**src/rtl/fpaddsub_issue_arbiter.sv**
```systemverilog
`default_nettype none
// ============================================================================
// Module : fpaddsub_issue_arbiter
// Desc   : Round-robin issue of two requesters onto one fixed-latency FPAddSub
//          pipe; a tag pipe steers results/flags back; per-requester sticky
//          flags. Optional trap/irq logic under macro FPADDSUB_ARB_TRAP_EN.
// Rev    : 1.0  initial release
// ============================================================================
module fpaddsub_issue_arbiter #(
    parameter int LATENCY = 4
) (
    input  logic        clk,
    input  logic        rst_n,
    input  logic        req0_valid,
    output logic        req0_ready,
    input  logic [31:0] req0_a,
    input  logic [31:0] req0_b,
    input  logic        req0_op,
    input  logic        req1_valid,
    output logic        req1_ready,
    input  logic [31:0] req1_a,
    input  logic [31:0] req1_b,
    input  logic        req1_op,
    output logic        au_valid,
    output logic [31:0] au_a,
    output logic [31:0] au_b,
    output logic        au_op,
    input  logic [31:0] au_p,
    input  logic [4:0]  au_flags,
    output logic        rsp0_valid,
    output logic [31:0] rsp0_p,
    output logic [4:0]  rsp0_flags,
    output logic        rsp1_valid,
    output logic [31:0] rsp1_p,
    output logic [4:0]  rsp1_flags,
    output logic [4:0]  sticky0,
    output logic [4:0]  sticky1,
    input  logic        clr0,
    input  logic        clr1
`ifdef FPADDSUB_ARB_TRAP_EN
    ,
    input  logic [4:0]  trap_mask0,
    input  logic [4:0]  trap_mask1,
    output logic        irq0,
    output logic        irq1
`endif
);

    logic               elig0, elig1;
    logic               grant0, grant1;
    logic               ptr;
    logic               au_tag;
    logic [LATENCY-1:0] tag_v;
    logic [LATENCY-1:0] tag_id;
    logic               fin0, fin1;

`ifdef FPADDSUB_ARB_TRAP_EN
    assign elig0 = req0_valid & ~irq0;
    assign elig1 = req1_valid & ~irq1;
`else
    assign elig0 = req0_valid;
    assign elig1 = req1_valid;
`endif

    // Pointer only breaks ties; a lone eligible requester always wins.
    always_comb begin
        grant0 = elig0 & (~elig1 | ~ptr);
        grant1 = elig1 & (~elig0 | ptr);
    end

    assign req0_ready = grant0;
    assign req1_ready = grant1;

    always_ff @(posedge clk or negedge rst_n) begin
        if (!rst_n) begin
            au_valid <= 1'b0;
            au_a     <= '0;
            au_b     <= '0;
            au_op    <= 1'b0;
            au_tag   <= 1'b0;
            ptr      <= 1'b0;
        end else begin
            au_valid <= grant0 | grant1;
            if (grant0) begin
                au_a   <= req0_a;
                au_b   <= req0_b;
                au_op  <= req0_op;
                au_tag <= 1'b0;
                ptr    <= 1'b1;
            end else if (grant1) begin
                au_a   <= req1_a;
                au_b   <= req1_b;
                au_op  <= req1_op;
                au_tag <= 1'b1;
                ptr    <= 1'b0;
            end
        end
    end

    // au_valid/au_tag is the issue stage; LATENCY more stages put the last
    // one in the same cycle as the matching au_p/au_flags.
    always_ff @(posedge clk or negedge rst_n) begin
        if (!rst_n) begin
            tag_v  <= '0;
            tag_id <= '0;
        end else begin
            tag_v[0]  <= au_valid;
            tag_id[0] <= au_tag;
            for (int i = LATENCY - 1; i > 0; i--) begin
                tag_v[i]  <= tag_v[i-1];
                tag_id[i] <= tag_id[i-1];
            end
        end
    end

    assign fin0 = tag_v[LATENCY-1] & ~tag_id[LATENCY-1];
    assign fin1 = tag_v[LATENCY-1] &  tag_id[LATENCY-1];

    always_ff @(posedge clk or negedge rst_n) begin
        if (!rst_n) begin
            rsp0_valid <= 1'b0;
            rsp0_p     <= '0;
            rsp0_flags <= '0;
            rsp1_valid <= 1'b0;
            rsp1_p     <= '0;
            rsp1_flags <= '0;
            sticky0    <= '0;
            sticky1    <= '0;
        end else begin
            rsp0_valid <= fin0;
            rsp1_valid <= fin1;
            if (fin0) begin
                rsp0_p     <= au_p;
                rsp0_flags <= au_flags;
            end
            if (fin1) begin
                rsp1_p     <= au_p;
                rsp1_flags <= au_flags;
            end
            // A clear coinciding with a new response keeps the new flags.
            sticky0 <= (clr0 ? 5'd0 : sticky0) | (fin0 ? au_flags : 5'd0);
            sticky1 <= (clr1 ? 5'd0 : sticky1) | (fin1 ? au_flags : 5'd0);
        end
    end

`ifdef FPADDSUB_ARB_TRAP_EN
    always_ff @(posedge clk or negedge rst_n) begin
        if (!rst_n) begin
            irq0 <= 1'b0;
            irq1 <= 1'b0;
        end else begin
            irq0 <= (irq0 & ~clr0) | (fin0 & (|(au_flags & trap_mask0)));
            irq1 <= (irq1 & ~clr1) | (fin1 & (|(au_flags & trap_mask1)));
        end
    end
`endif

endmodule
`default_nettype wire

```
**config.mk**
```make
export PLATFORM = sky130hd
export DESIGN_NAME = fpaddsub_issue_arbiter
export DESIGN_NICKNAME = d
export VERILOG_FILES = /design/src/rtl/fpaddsub_issue_arbiter.sv
export SDC_FILE = /design/constraint.sdc
export NUM_CORES = 1
export LEC_CHECK = 0
export CAP_MARGIN = 10
export CORE_ASPECT_RATIO = 1.1
export CORE_UTILIZATION = 45
export CTS_CLUSTER_DIAMETER = 100
export DETAILED_ROUTE_END_ITERATION = 10
export GPL_TIMING_DRIVEN = 1
export HOLD_SLACK_MARGIN = 0.15
export PLACE_DENSITY = 0.91
export SKIP_CTS_REPAIR_TIMING = 1
export SLEW_MARGIN = 5
export SYNTH_ARGS = -nofsm -noshare
export SYNTH_HDL_FRONTEND = slang
export SYNTH_SLANG_ARGS = --single-unit
```
**constraint.sdc**
```tcl
create_clock -name clk -period 2.7 [get_ports clk]
set_clock_uncertainty 0.15 [all_clocks]
set_input_delay 0.27 -clock clk [delete_from_list [all_inputs] [get_ports clk]]
set_output_delay 0.27 -clock clk [all_outputs]
set_load 0.01 [all_outputs]
```
==> results.md, run 1 <==
Final layout:
- The relative area change from synthesis to final layout is 53.0%.
- The fraction of final layout cells sized beyond drive strength 1 is 0.0468.
- After the flow finishes, the layout carries non-filler instances totaling 1249.
- The number of nets in the final layout is 1208.

Floorplan:
- During I/O placement, the number of pins put on the boundary was 327.
- The die outline width is 124 um.
- The core box area is 15900 um2.
- The number of core rows is 48.
- The die boundary height is 136 um.
- For this configuration, the core starts out at a cell density of 0.465.
- The die covers 16900 um2.

Worst setup path:
- For flop-to-flop paths, the worst setup slack is 1050 ps.
- The beginning of the worst register-to-register path is ptr.
- The category of the critical setup timing path is reg -> out.
- The arrival time at the worst endpoint is 1850 ps.
- The required time at the worst-slack endpoint is 2280 ps.
- Walking the worst path, the cells encountered are buf_4 > a21oi_1 > clkdlybuf4s50_1.
- The worst setup path is launched from a flip-flop.
- The critical path's slowest cell is sky130_fd_sc_hd__clkdlybuf4s50_1.
- The worst setup path is captured at an output port.
- The depth of the most critical reg-to-reg path is 4.
- The peak per-stage delay on the critical path is 550 ps.
- The biggest fanout along the worst timing path is 51.
- The end of the worst register-to-register path is au_b[13].

Place:
- Summed over all nets, the half-perimeter wirelength after detailed placement is 15100 um.
- The number of input and output port buffers inserted is 326.
- The congestion estimate from routability-driven global placement came to 0.800.
- At the placement stage, the worst setup path has a slack of 861 ps.
- The number of placed instances, taps included is 1215.

Clock tree:
- The clock reaches the later pin of the worst-skew pair after 420 ps.
- Clock-pin slew was measured on the worst setup and hold paths at 70 ps.
- The number of CTS-inserted buffers is 17.
- In this run the number of H-tree levels came out at 4.
- The number of sinks on the clock net is 162.
- Counting along the longest clock path gives a buffer depth of 2.
- The clock tree root buffer cell is sky130_fd_sc_hd__clkbuf_16.
- The TritonCTS clock tree is done.

Run status:
- The run finished with clean final reports.

STA:
- The final-report max-slew violation count came to 0.
- Setup total negative slack on the finished layout was measured at 0 ps.
- The worst slew margin relative to its limit is 0.516.
- The final critical-path share of the clock period is 0.839.
- The maximum operating frequency is 0.441 GHz.
- The post-layout worst setup margin is 434 ps.
- Setup violations remaining at the end of the flow were counted as 0.
- The total count of hold-check failures in the final report came to 0.
- The shortest clock period the worst path allows after layout is 2270 ps.
- Setup repair after global routing left no endpoint under its margin.
- The pin slew with the least headroom to its limit is 726 ps.
- Hold is met by 161 ps.

Route:
- The detailed-routing iteration count for the pre-antenna-repair pass is 4.
- The final route contains 6651 vias.
- After detailed routing, the average wire length per cell comes to 17.5 um.
- Once detail routing completed, the nets flagged for antenna violations numbered 0.
- For this block, the initial DRC count from the detailed router was 391.
- Using the TritonRoute via totals, the vias-per-cell ratio works out to 5.33.
- The remaining design rule violation count is 0.
- The wire length reported by the detailed router is 21900 um.

Power and ir drop:
- In this run the static leakage power is 5.32 nW.
- Power spread over the standard cell area amounts to 678 nW/um2.
- The worst-case vdd ir drop is 0.000392 V.
- For this design the total switching power over the nets is 2.21 mW.
- The internal power of the cells totals 5.43 mW.
- Of the total power, the clock network draws 0.334.
- The share of total power in combinational logic is 0.271.
- The relative contribution of sequential cells to total power is 0.395.
- The switching power share of the total is 0.289.

Logic synthesis:
- The share of synthesized registers carrying an async set or reset is 1.00.
- Yosys attributes the largest share of cell area to sky130_fd_sc_hd__dfrtp_1, sky130_fd_sc_hd__nand2_1, sky130_fd_sc_hd__mux2i_1.
- The post-synthesis instance area is 7370 um2.
- Counting instances in the post-synthesis netlist gives the leading cell types as sky130_fd_sc_hd__nand2_1, sky130_fd_sc_hd__dfrtp_1, sky130_fd_sc_hd__a31oi_1, sky130_fd_sc_hd__and3b_1, sky130_fd_sc_hd__mux2i_1.
- In the synthesized netlist, the number of instances is 736.
- Yosys instantiated no cell more often than sky130_fd_sc_hd__nand2_1.
- The number of flops mapped to enable cells by yosys is 0.
- The primary flip-flop cell chosen by synthesis mapping is sky130_fd_sc_hd__dfrtp_1.
- The number of flip-flops and latches in the synthesized netlist is 162.
- Yosys printed 0 warnings.
- The biggest area contributor in the post-synthesis netlist is sky130_fd_sc_hd__dfrtp_1.
- The distinct cell type count of the synthesized netlist is 21.
- The number of nets in the synthesized netlist is 909.
- The top-area cell type share of the netlist area is 0.550.
- The share of the Yosys chip area taken by registers is 0.550.
- The average instance in the mapped netlist occupies 10.0 um2.

Hold path:
- The destination of the worst hold path is au_a[18].
- The number of cells on the worst hold path is 2.
- The source of the worst hold timing path is req1_valid.
- The class of the tightest hold or removal check is in -> reg.

Global route:
- The total global-route track usage is 0.258.
- Summed over all layers, the global routing overflow is 0.
- The initial antenna violation count came to 0.
- The first global-routing pass estimated 33400 um of wire.
- The maximum number of pins on one net before global-route repair is 115.
- The via count of the first global-routing pass was 6533.

Run:
- Across the run, the number of max-cap violations was 0.
[worst max-delay path: cells and delay by family, from the launching register on]
family	cells	cell delay [ps]
AOI/OAI and AO/OA	1	210
DFF	1	400
buffers and inverters	2	810
[worst max-delay path by stage]
stage                           from    endpoint  slack [ps]  depth (start not counted)
after floorplan           req0_valid  req0_ready        1360                          5
after global placement           ptr  req0_ready         870                          3
after detailed placement  req1_valid  req1_ready         860                          3
after CTS                        ptr  req0_ready         410                          3
after global routing             ptr  req0_ready         340                          3
final                            ptr  req0_ready         430                          3
[cell families after synthesis]
logic type,synth area share
multiplexers,0.0883
flip-flops,0.550
buffers and inverters,0.0576
AO/OA/AOI/OAI,0.109
AND/OR/NAND/NOR,0.195
[power by group through the flow]
stage | clock network (mW) | registers [mW] | logic (mW)
after floorplan | 0 | 3.21 | 0.670
after global placement | 0 | 3.04 | 2.02
after detailed placement | 0 | 3.05 | 2.07
after CTS | 2.59 | 3.02 | 2.08
after global routing | 2.70 | 3.07 | 2.25
final | 2.56 | 3.02 | 2.07
[final cells by class]
class	instances	area [um2]
antenna	1	2.50
clock buffer	18	429
clock inverter	14	190
fill	1129	4580
inverter	14	52.6
multi-input combinational	500	2890
sequential	162	4050
tap	200	250
timing repair buffer	340	3400
[through the flow]
| step | power (mW) | cell area, um2 | utilization |
|---|---|---|---|
| after detailed placement | 5.12 | 10600 | 0.671 |
| after global routing | 8.01 | 11300 | 0.711 |
| after CTS | 7.69 | 11300 | 0.710 |
| final | 7.64 | 11300 | 0.711 |
| after global placement | 5.06 | 10600 | 0.671 |
| after floorplan | 3.88 | 7370 | - |
[sequential cells by signal (all words and copies together), names as in the netlist, 4 cells and up]
signal      cells
au_a           32
au_b           32
rsp0_p         32
rsp1_p         32
rsp0_flags      5
rsp1_flags      5
sticky0         5
sticky1         5
tag_id          4
tag_v           4
[layout by cell type, fill, tap and decap left out, types with 3 or more instances in the layout]
cell type                         count
sky130_fd_sc_hd__a31oi_1             65
sky130_fd_sc_hd__and3b_1             65
sky130_fd_sc_hd__buf_12               3
sky130_fd_sc_hd__buf_4               12
sky130_fd_sc_hd__bufinv_16            3
sky130_fd_sc_hd__clkbuf_16           17
sky130_fd_sc_hd__clkdlybuf4s50_1    323
sky130_fd_sc_hd__clkinvlp_4           3
sky130_fd_sc_hd__dfrtp_1            162
sky130_fd_sc_hd__inv_1               14
sky130_fd_sc_hd__inv_6                4
sky130_fd_sc_hd__inv_8                3
sky130_fd_sc_hd__mux2i_1             65
sky130_fd_sc_hd__nand2_1            223
sky130_fd_sc_hd__o21ai_0             23
sky130_fd_sc_hd__o21ai_1             53
[layer usage]
metal / wire length (um) / vias up / part of all wire / GRT usage
li1: - / 3116 / - / -
met1: 8300 / 3206 / 0.38 / 0.301
met2: 10800 / 286 / 0.50 / 0.428
met3: 2040 / 43 / 0.093 / 0.0835
met4: 691 / 0 / 0.032 / 0.118
met5: 0 / - / 0 / 0
(Power assumes the default switching activity.)
==> inputs of run 2 (changes only) <==
--- a/config.mk
+++ b/config.mk
@@ -7,12 +7,12 @@
 export LEC_CHECK = 0
 export CAP_MARGIN = 10
 export CORE_ASPECT_RATIO = 1.1
-export CORE_UTILIZATION = 45
+export CORE_UTILIZATION = 38
 export CTS_CLUSTER_DIAMETER = 100
 export DETAILED_ROUTE_END_ITERATION = 10
 export GPL_TIMING_DRIVEN = 1
 export HOLD_SLACK_MARGIN = 0.15
-export PLACE_DENSITY = 0.91
+export PLACE_DENSITY = 0.83
 export SKIP_CTS_REPAIR_TIMING = 1
 export SLEW_MARGIN = 5
 export SYNTH_ARGS = -nofsm -noshare
==> constraint.sdc (replaced) <==
create_clock -name clk -period 1.8 [get_ports clk]
set_clock_uncertainty 0.15 [all_clocks]
set_input_delay 0.18 -clock clk [delete_from_list [all_inputs] [get_ports clk]]
set_output_delay 0.18 -clock clk [all_outputs]
set_load 0.01 [all_outputs]
==> run 2 against run 1 <==
Combinational power is 52% higher. Clock power is 39% higher. Core utilization is 11 points lower. Die area up 18%. Register-to-register slack worse by 900 ps. Sequential cell count did not move. Via count fell by 1.2%. Sequential share of layout area decreased by 0.50 points.
==> results.md, run 2 (same netlist as run 1, synthesis figures left out) <==
Hold path:
- The number of cells on the worst hold path is 3 (was 2).
- The destination of the worst hold path is au_a[2] (was au_a[18]).
- The class of the tightest hold or removal check was in -> reg (unchanged).
- The source of the worst hold timing path is req1_valid (unchanged).

Floorplan:
- The number of core rows is 53 (was 48).
- The initial core utilization is 0.387 (was 0.465).
- The die outline area is 19900 um2 (was 16900 um2).
- The number of top-level design ports is 327 (unchanged).
- The die boundary height was 148 um (was 136 um).
- The core box area came to 19000 um2 (was 15900 um2).
- The die outline width is 135 um (was 124 um).

Power and ir drop:
- The switching power share of the total came to 0.290 (was 0.289).
- The share of total power in the clock network was 0.317 (was 0.334).
- The share of total power in combinational logic is 0.280 (was 0.271).
- The internal cell power is 7.97 mW (was 5.43 mW).
- The worst-case vdd ir drop is 0.000567 V (was 0.000392 V).
- The total power density per cell area was 982 nW/um2 (was 678 nW/um2).
- The net switching power is 3.25 mW (was 2.21 mW).
- The leakage power of the design is 5.41 nW (was 5.32 nW).
- The relative contribution of sequential cells to total power is 0.403 (was 0.395).

Final layout:
- The count of antenna diodes in the layout is 0 (was 1).
- The commonest non-fill, non-tap cell in the layout is sky130_fd_sc_hd__clkdlybuf4s50_1 (unchanged).
- The number of nets in the final layout was 1217 (was 1208).
- The non-filler instance count after layout is 1303 (was 1249).
- The relative area change from synthesis to final layout is 55.2% (was 53.0%).
- Top library cells by usage in the layout, fill and taps aside: sky130_fd_sc_hd__clkdlybuf4s50_1, sky130_fd_sc_hd__nand2_1, sky130_fd_sc_hd__dfrtp_1 (unchanged).
- The fraction of final layout cells sized beyond drive strength 1 came to 0.0521 (was 0.0468).

Clock tree:
- The number of CTS-inserted buffers is 17 (unchanged).
- The number of H-tree branching levels is 4 (unchanged).
- The clock tree root buffer cell is sky130_fd_sc_hd__clkbuf_16 (unchanged).
- The number of buffers on the longest clock path is 2 (unchanged).
- The TritonCTS clock tree is done (unchanged).
- The later-pin clock latency in the skew report is 410 ps (was 420 ps).
- The clock-pin slew on the worst setup and hold paths is 60 ps (was 70 ps).
- The number of sinks on the clock net is 162 (unchanged).

Worst setup path:
- The beginning of the worst register-to-register path is ptr (unchanged).
- The required time at the worst-slack endpoint came to 1470 ps (was 2280 ps).
- Cell-by-cell trace of the critical path: clkdlybuf4s50_1 (was buf_4 > a21oi_1 > clkdlybuf4s50_1).
- The category of cells accounting for the largest share of critical-path delay is buffers and inverters (unchanged).
- The critical path's slowest cell is sky130_fd_sc_hd__clkdlybuf4s50_1 (unchanged).
- The biggest fanout along the worst timing path was 2 (was 51).
- The depth of the most critical reg-to-reg path is 4 (unchanged).
- The worst path buffer plus inverter count is 1 (was 2).
- The category of the critical setup timing path was reg -> out (unchanged).
- The peak per-stage delay on the critical path came to 560 ps (was 550 ps).
- The end of the worst register-to-register path is au_tag (was au_b[13]).
- The arrival time at the worst endpoint was 1390 ps (was 1850 ps).
- The worst setup slack for register-to-register paths is 150 ps (was 1050 ps).
- The kind of end point of the critical path is an output port (unchanged).
- The category of the worst setup path launch point was a flip-flop (unchanged).

STA:
- The maximum operating frequency is 0.583 GHz.
- The setup total negative slack is 0 ps (unchanged).
- The final-report max-slew violation count was 0 (unchanged).
- The worst slew margin relative to its limit is 0.657 (was 0.516).
- The final-report setup violation count is 0 (unchanged).
- The worst hold-check slack was 173 ps (was 161 ps).
- The final critical-path share of the clock period is 0.953.
- The total count of hold-check failures in the final report was 0 (unchanged).
- The clock period could shrink to 1720 ps.
- The pin slew with the least headroom to its limit is 515 ps (was 726 ps).
- Unrepaired setup endpoints after global routing: false (unchanged).

Route:
- The wire length on met2 is 10900 um (was 10800 um).
- The mean number of vias per cell was 5.04 (was 5.33).
- The remaining design rule violation count came to 0 (unchanged).
- The uppermost layer routed is met4 (unchanged).
- The wire length reported by the detailed router is 21600 um (was 21900 um).
- The detailed-routing iteration count for the pre-antenna-repair pass is 4 (unchanged).
- The number of DRC violations after detailed-routing iteration 0 is 298 (was 391).
- The number of nets with antenna violations after detailed routing is 0 (unchanged).
- The vias after detailed routing is 6568 (was 6651).
- The wire length on met1 is 8420 um (was 8300 um).
- The sum of met3 wire segment lengths after detailed routing was 1930 um (was 2040 um).
- The detail-routed net length per standard cell is 16.6 um (was 17.5 um).

Global route:
- The maximum number of pins on one net before global-route repair is 102 (was 115).
- The via count of the first global-routing pass is 6758 (was 6533).
- The aggregate global routing overflow is 0 (unchanged).
- The total global-route track usage is 0.221 (was 0.258).
- The initial antenna violation count came to 0 (unchanged).
- The first-pass GRT wire length came to 34600 um (was 33400 um).

Run:
- The number of maximum-capacitance violations was 0 (unchanged).

Place:
- The HPWL after detailed placement came to 15300 um (was 15100 um).
- The number of input and output port buffers inserted is 326 (unchanged).
- The global placement routability congestion is 0.822 (was 0.800).
- The number of placed instances, taps included is 1268 (was 1215).

Run status:
- Status: finished, final reports clean (unchanged).
==> run 2: stage by stage <==
stage                     area [um2]  worst slack, ps   util  power, mW
after floorplan                 7370              479      -       5.82
after global placement         10800              139  0.568       7.66
after detailed placement       10800              142  0.568       7.74
after CTS                      11400             -326  0.598       11.3
after global routing           11400             31.7  0.601       11.8
final                          11400             84.3  0.601       11.2
==> run 2: routing by layer <==
layer / up-vias / global-route usage
li1: 3129 / -
met1: 3139 / 0.254
met2: 278 / 0.384
met3: 22 / 0.0758
met4: 0 / 0.0702
met5: - / 0
==> run 2: area by class of cell <==
cell class                      instances  area [um2]
Clock buffer                           19         453
Clock inverter                         12         121
Fill cell                            1600        7600
Inverter                               14        52.6
Multi-Input combinational cell        500        2890
Sequential cell                       162        4050
Tap cell                              247         309
Timing Repair Buffer                  349        3550
==> run 2: how the worst max path moves through the flow <==
stage / start / to / slack [ps] / cells after the start
final: au_a[31] / au_a[31] / 80 / 1
after detailed placement: ptr / req0_ready / 140 / 3
after floorplan: ptr / au_a[0] / 480 / 5
after global routing: au_a[31] / au_a[31] / 30 / 1
after global placement: ptr / req0_ready / 140 / 3
after CTS: ptr / req0_ready / -330 / 3
==> run 2: power groups by stage <==
stage	clock, mW	combinational [mW]	sequential (mW)
after floorplan	0	1.01	4.81
after global placement	0	3.10	4.56
after global routing	3.81	3.41	4.59
after CTS	3.64	3.17	4.53
final	3.56	3.14	4.52
after detailed placement	0	3.16	4.58
